File: src/rtl/button_step_ctrl.sv
// button_step_ctrl: synchronise and debounce three buttons, pulse once per clean press, keep wrapping step counters.
// Ports: CLOCK system clock; RESET synchronous active-high reset; btnU/btnC/btnD raw bouncing buttons;
//        step_clr clears all steps; press_u/press_c/press_d one-cycle accepted-press pulses;
//        stepU/stepC/stepD step counts (0..STEPS-1); all_match high while every step equals MATCH_STEP.
module button_step_ctrl #(
    parameter int DEBOUNCE_CYCLES = 2000000,
    parameter int STEPS = 5,
    parameter int MATCH_STEP = 3
) (
    input  logic       CLOCK,
    input  logic       RESET,
    input  logic       btnU,
    input  logic       btnC,
    input  logic       btnD,
    input  logic       step_clr,
    output logic       press_u,
    output logic       press_c,
    output logic       press_d,
    output logic [2:0] stepU,
    output logic [2:0] stepC,
    output logic [2:0] stepD,
    output logic       all_match
);
    localparam int CW = $clog2(DEBOUNCE_CYCLES);
    localparam logic [CW-1:0] CNT_MAX = CW'(DEBOUNCE_CYCLES - 1);
    localparam logic [CW-1:0] CNT_ONE = CW'(1);
    localparam logic [2:0] STEP_MAX = 3'(STEPS - 1);
    localparam logic [2:0] MATCH = 3'(MATCH_STEP);

    typedef enum logic [1:0] {IDLE, PRESS_WAIT, PRESSED, RELEASE_WAIT} state_t;

    logic [2:0] btn, press;
    logic [2:0][2:0] step;

    assign btn = {btnD, btnC, btnU};

    genvar i;
    generate
        for (i = 0; i < 3; i++) begin : g_btn
            logic s1, s2, fire, press_q;
            logic [2:0] step_q;
            logic [CW-1:0] cnt, cnt_n;
            state_t state, state_n;
            always_ff @(posedge CLOCK) begin
                if (RESET) begin
                    s1      <= 1'b0;
                    s2      <= 1'b0;
                    state   <= IDLE;
                    cnt     <= '0;
                    press_q <= 1'b0;
                    step_q  <= '0;
                end else begin
                    s1      <= btn[i];
                    s2      <= s1;
                    state   <= state_n;
                    cnt     <= cnt_n;
                    press_q <= fire;
                    // clear wins over a press landing on the same edge
                    step_q  <= step_clr ? 3'd0 : fire ? ((step_q == STEP_MAX) ? 3'd0 : step_q + 3'd1) : step_q;
                end
            end
            always_comb begin
                state_n = state;
                cnt_n   = cnt;
                fire    = 1'b0;
                case (state)
                    IDLE: if (s2) begin
                        state_n = PRESS_WAIT;
                        cnt_n   = CNT_ONE;
                    end
                    PRESS_WAIT: if (!s2) begin
                        state_n = IDLE;
                        cnt_n   = '0;
                    end else if (cnt == CNT_MAX) begin
                        state_n = PRESSED;
                        fire    = 1'b1;
                    end else cnt_n = cnt + CNT_ONE;
                    PRESSED: if (!s2) begin
                        state_n = RELEASE_WAIT;
                        cnt_n   = CNT_ONE;
                    end
                    // a re-press while waiting out release bounce returns to PRESSED without a new pulse
                    RELEASE_WAIT: if (s2) state_n = PRESSED;
                    else if (cnt == CNT_MAX) state_n = IDLE;
                    else cnt_n = cnt + CNT_ONE;
                    default: state_n = IDLE;
                endcase
            end
            assign press[i] = press_q;
            assign step[i]  = step_q;
        end
    endgenerate

    assign press_u   = press[0];
    assign press_c   = press[1];
    assign press_d   = press[2];
    assign stepU     = step[0];
    assign stepC     = step[1];
    assign stepD     = step[2];
    assign all_match = (step[0] == MATCH) && (step[1] == MATCH) && (step[2] == MATCH);
endmodule

File: config.mk
export PLATFORM = sky130hd
export DESIGN_NAME = button_step_ctrl
export DESIGN_NICKNAME = d
export VERILOG_FILES = /design/src/rtl/button_step_ctrl.sv
export SDC_FILE = /design/constraint.sdc
export NUM_CORES = 1
export LEC_CHECK = 0
export ABC_CLOCK_PERIOD_IN_PS = 1700
export CAP_MARGIN = 20
export CORE_ASPECT_RATIO = 0.75
export CORE_UTILIZATION = 30
export CTS_BUF_LIST = sky130_fd_sc_hd__clkbuf_4
export CTS_CLUSTER_DIAMETER = 40
export DETAILED_ROUTE_END_ITERATION = 10
export SLEW_MARGIN = 15
export SYNTH_ARGS = -nofsm -noshare
export SYNTH_HDL_FRONTEND = slang
export SYNTH_SLANG_ARGS = --single-unit
export TNS_END_PERCENT = 1
File: constraint.sdc
create_clock -name CLOCK -period 1.7 [get_ports CLOCK]
set_input_delay 0.34 -clock CLOCK [delete_from_list [all_inputs] [get_ports CLOCK]]
set_output_delay 0.34 -clock CLOCK [all_outputs]
set_load 0.02 [all_outputs]
==> qor.csv <==
stage;metric;value;unit
floorplan;design.portCount;19;
critical_path;cp_cell_sequence;ha_1 -> ha_1 -> and3_1 -> buf_2;
logic_synthesis;synthDistinctLibCells;73;
logic_synthesis;ys_ff_latch;87;
logic_synthesis;syn_avg_cell_area;8.29;sq um
detailed_routing;viasPerCell;5.20;
power_and_ir_drop;power.total;3.44;mW
detailed_routing;first_pass_iters;5;
cts;cts-buffers-inserted;9;
cts;clk_latency;450;ps
power_and_ir_drop;power_switching;867;uW
grt;overflow;0;
sta;period_needed;1810;ps
sta;whs;436;ps
critical_path;worstSetupStartpointType;flip-flop;
sta;fin_ws;-111;ps
floorplan;dieArea;16000;sq um
sta;fin_crit_sh;1.07;
sta;drv_slew;0;
grt;grt_pass1_vias;4223;
placement;place_area;5760;sq um
sta;setup_viol;11;
critical_path;cpMostUsedCell;ha_1;
grt;grt_start_max_net_pins;22;
layout;stdcell_count;875;
grt;grt_antenna_before_repair;0;
cts;cts_max_path_buffers;2;
cts;cts_tree;done;
floorplan;die_h;110;um
sta;skew;22.5;ps
cts;ctsHtreeMaxLevel;3;
critical_path;worstPathRequired;1360;ps
logic_synthesis;synth_area_leaders;dfxtp_1 37%, nor2_1 4.8%, o21ai_0 4.0%;
logic_synthesis;seq_area_frac_synth;0.374;
floorplan;start_util;0.306;
detailed_routing;drc;0;
sta;slew_headroom;0.696;
power_and_ir_drop;cellLeakagePower;2.17;nW
power_and_ir_drop;ir_worst_vdd;0.344;mV
logic_synthesis;synth_cells;562;
floorplan;rows;39;
cts;root_buffer;clkbuf_4;
layout;post-route-util;0.401;
logic_synthesis;yosysWarnings;0;
logic_synthesis;synth_nets;580;
cts;cts.sinks;87;
sta;timing.fmax;0.552;GHz
detailed_routing;drt_iter0_drc;379;
sta;worstMarginPinSlew;451;ps
grt;grt_use_total;0.155;
detailed_routing;wirelength;12300;um
detailed_routing;wl_per_cell;14.1;um
power_and_ir_drop;power_frac_clock;0.343;
floorplan;coreArea;15200;sq um
sta;grt_setup_unrepaired;true;
power_and_ir_drop;swShare;0.252;
critical_path;slowest_delay;340;ps
layout;final_area;6100;sq um
run;maxCapViolations;0;
power_and_ir_drop;p_comb_frac;0.057;
logic_synthesis;yosys.area.top_type;dfxtp_1;
sta;finalSetupTns;-422;ps
floorplan;die_x;146;um
status;status;complete, but fails checks;
grt;grt_pass1_wl;20300;um
critical_path;slowest_stage;dfxtp_1;
layout;area_delta_synth_final;30.9;%
power_and_ir_drop;p_per_area;564;nW/um^2
hold_path;min_path_type;in -> reg;
power_and_ir_drop;p_seq_frac;0.600;
placement;place_hpwl;8900;um
placement;dp_cells;858;
layout;nets;683;
status;violations;setup timing;
critical_path;crit_arrival;1470;ps
placement;io_buffers;18;
power_and_ir_drop;p_int;2.57;mW
placement;dp_slack;-203;ps
detailed_routing;via_count;4548;
layout;drive_above_1_share;0.280;
critical_path;cp_max_fo;2;
logic_synthesis;synthArstFlopShare;0;
logic_synthesis;syn_area;4660;sq um
placement;place_congestion;0.841;
detailed_routing;postRouteAntennaNets;0;
layout;fill_cells;1556;
critical_path;end_kind;output port;
sta;report.final.hold_viol_count;0;
logic_synthesis;yosys_most_used_dff;dfxtp_1;
logic_synthesis;synth_edf_count;0;
critical_path;critPathKind;reg -> out;
cts;clk_pin_slew;140;ps
logic_synthesis;yosysTopAreaCellShare;0.374;
## path summary, 6_finish.rpt
path	start	endpoint	slack, ps	cells after the start
hold reg to reg	g_btn[1].s1	g_btn[1].s2	450	1
hold / removal	btnC	g_btn[1].s1	440	2
setup reg to reg	g_btn[1].cnt[12]	stepC[2]	-90	7
setup / recovery	stepU[0]	all_match	-110	4
## sequential cells by signal, indices dropped and copies added, names as in the netlist, named ones only
register	cells
stepU	3
g_btn.s1	3
g_btn.state	3
press_c	1
g_btn.s2	3
stepC	3
stepD	3
g_btn.cnt	63
press_d	1
press_u	1
## layout by cell type, fill, tap and decap left out, types with 16 or more instances in the layout
cell      n
a21oi_1  34
buf_4    95
nor2_1   54
nand3_1  27
o21ai_0  36
nand2_1  40
dfxtp_2  20
inv_1    22
nand4_1  16
dfxtp_1  66
xnor2_1  16
## per-layer routing
metal | track usage | vias to the layer above | wire, um
li1 | - | 2256 | -
met1 | 0.214 | 2189 | 6170
met2 | 0.246 | 90 | 5540
met3 | 0.0307 | 13 | 500
met4 | 0.0436 | 0 | 110
met5 | 0 | - | 0
## worst max-delay path: cells and delay by family (launching register included)
family / cells / cell delay [ps]
adders and majority gates: 2 / 360
DFF: 1 / 340
and+or+nand+nor: 1 / 180
buffers and inverters: 1 / 160
## cells in the mapped netlist, types with 3 or more instances
cell type / instances
a211o_1: 3
a211oi_1: 4
a21o_1: 4
a21oi_1: 36
a311oi_1: 4
a31oi_1: 12
a41oi_1: 3
and2_1: 8
and3_1: 6
and4_1: 7
buf_2: 10
clkbuf_1: 9
dfxtp_1: 87
ha_1: 12
inv_1: 22
mux2i_1: 9
nand2_1: 41
nand2b_1: 6
nand3_1: 30
nand3b_1: 4
nand4_1: 16
nand4b_1: 3
nor2_1: 59
nor2b_1: 8
nor3_1: 14
nor4_1: 13
nor4_4: 3
o211ai_1: 6
o21a_1: 3
o21ai_0: 37
o31ai_1: 5
or2_2: 5
or4_1: 5
xnor2_1: 16
xor2_1: 9
## what timing repair did
action                                  4_1_cts  5_1_grt
gates resized for setup                      39       39
hold buffers                                  0        0
setup buffers                                 0        1
endpoints found under the setup margin       56       62
pin swaps                                     9       15
cloned                                        0        0
## power by group through the flow
stage / combinational [mW] / clock [mW] / sequential [mW]
floorplan: 0.104 / 0 / 2.11
global placement: 0.186 / 0 / 2.11
detailed placement: 0.189 / 0 / 2.11
CTS: 0.191 / 1.23 / 2.07
global route: 0.213 / 1.31 / 2.07
finish: 0.195 / 1.18 / 2.06
## area by class of cell
class / count / area, sq um / area share
Tap cell: 205 / 256 / 0.0421
Multi-Input combinational cell: 427 / 2890 / 0.474
Sequential cell: 87 / 1770 / 0.290
Timing Repair Buffer: 118 / 965 / 0.158
Inverter: 22 / 82.6 / 0.0135
Antenna cell: 1 / 2.50 / 0.000410
Clock buffer: 9 / 67.6 / 0.0111
Clock inverter: 6 / 62.6 / 0.0103
## cells by family (layout without fill, tap and decap cells)
family | after synthesis | after routing | share of synthesized area
other | 0 | 1 | 0
adders and majority gates | 12 | 12 | 0.0322
DFF | 87 | 87 | 0.374
and+or+nand+nor | 249 | 249 | 0.302
xor gates and xnor gates | 26 | 26 | 0.0505
buffers and inverters | 48 | 155 | 0.0464
muxes | 9 | 9 | 0.0193
AOI/OAI and AO/OA | 131 | 131 | 0.176
(Power assumes the default switching activity.)
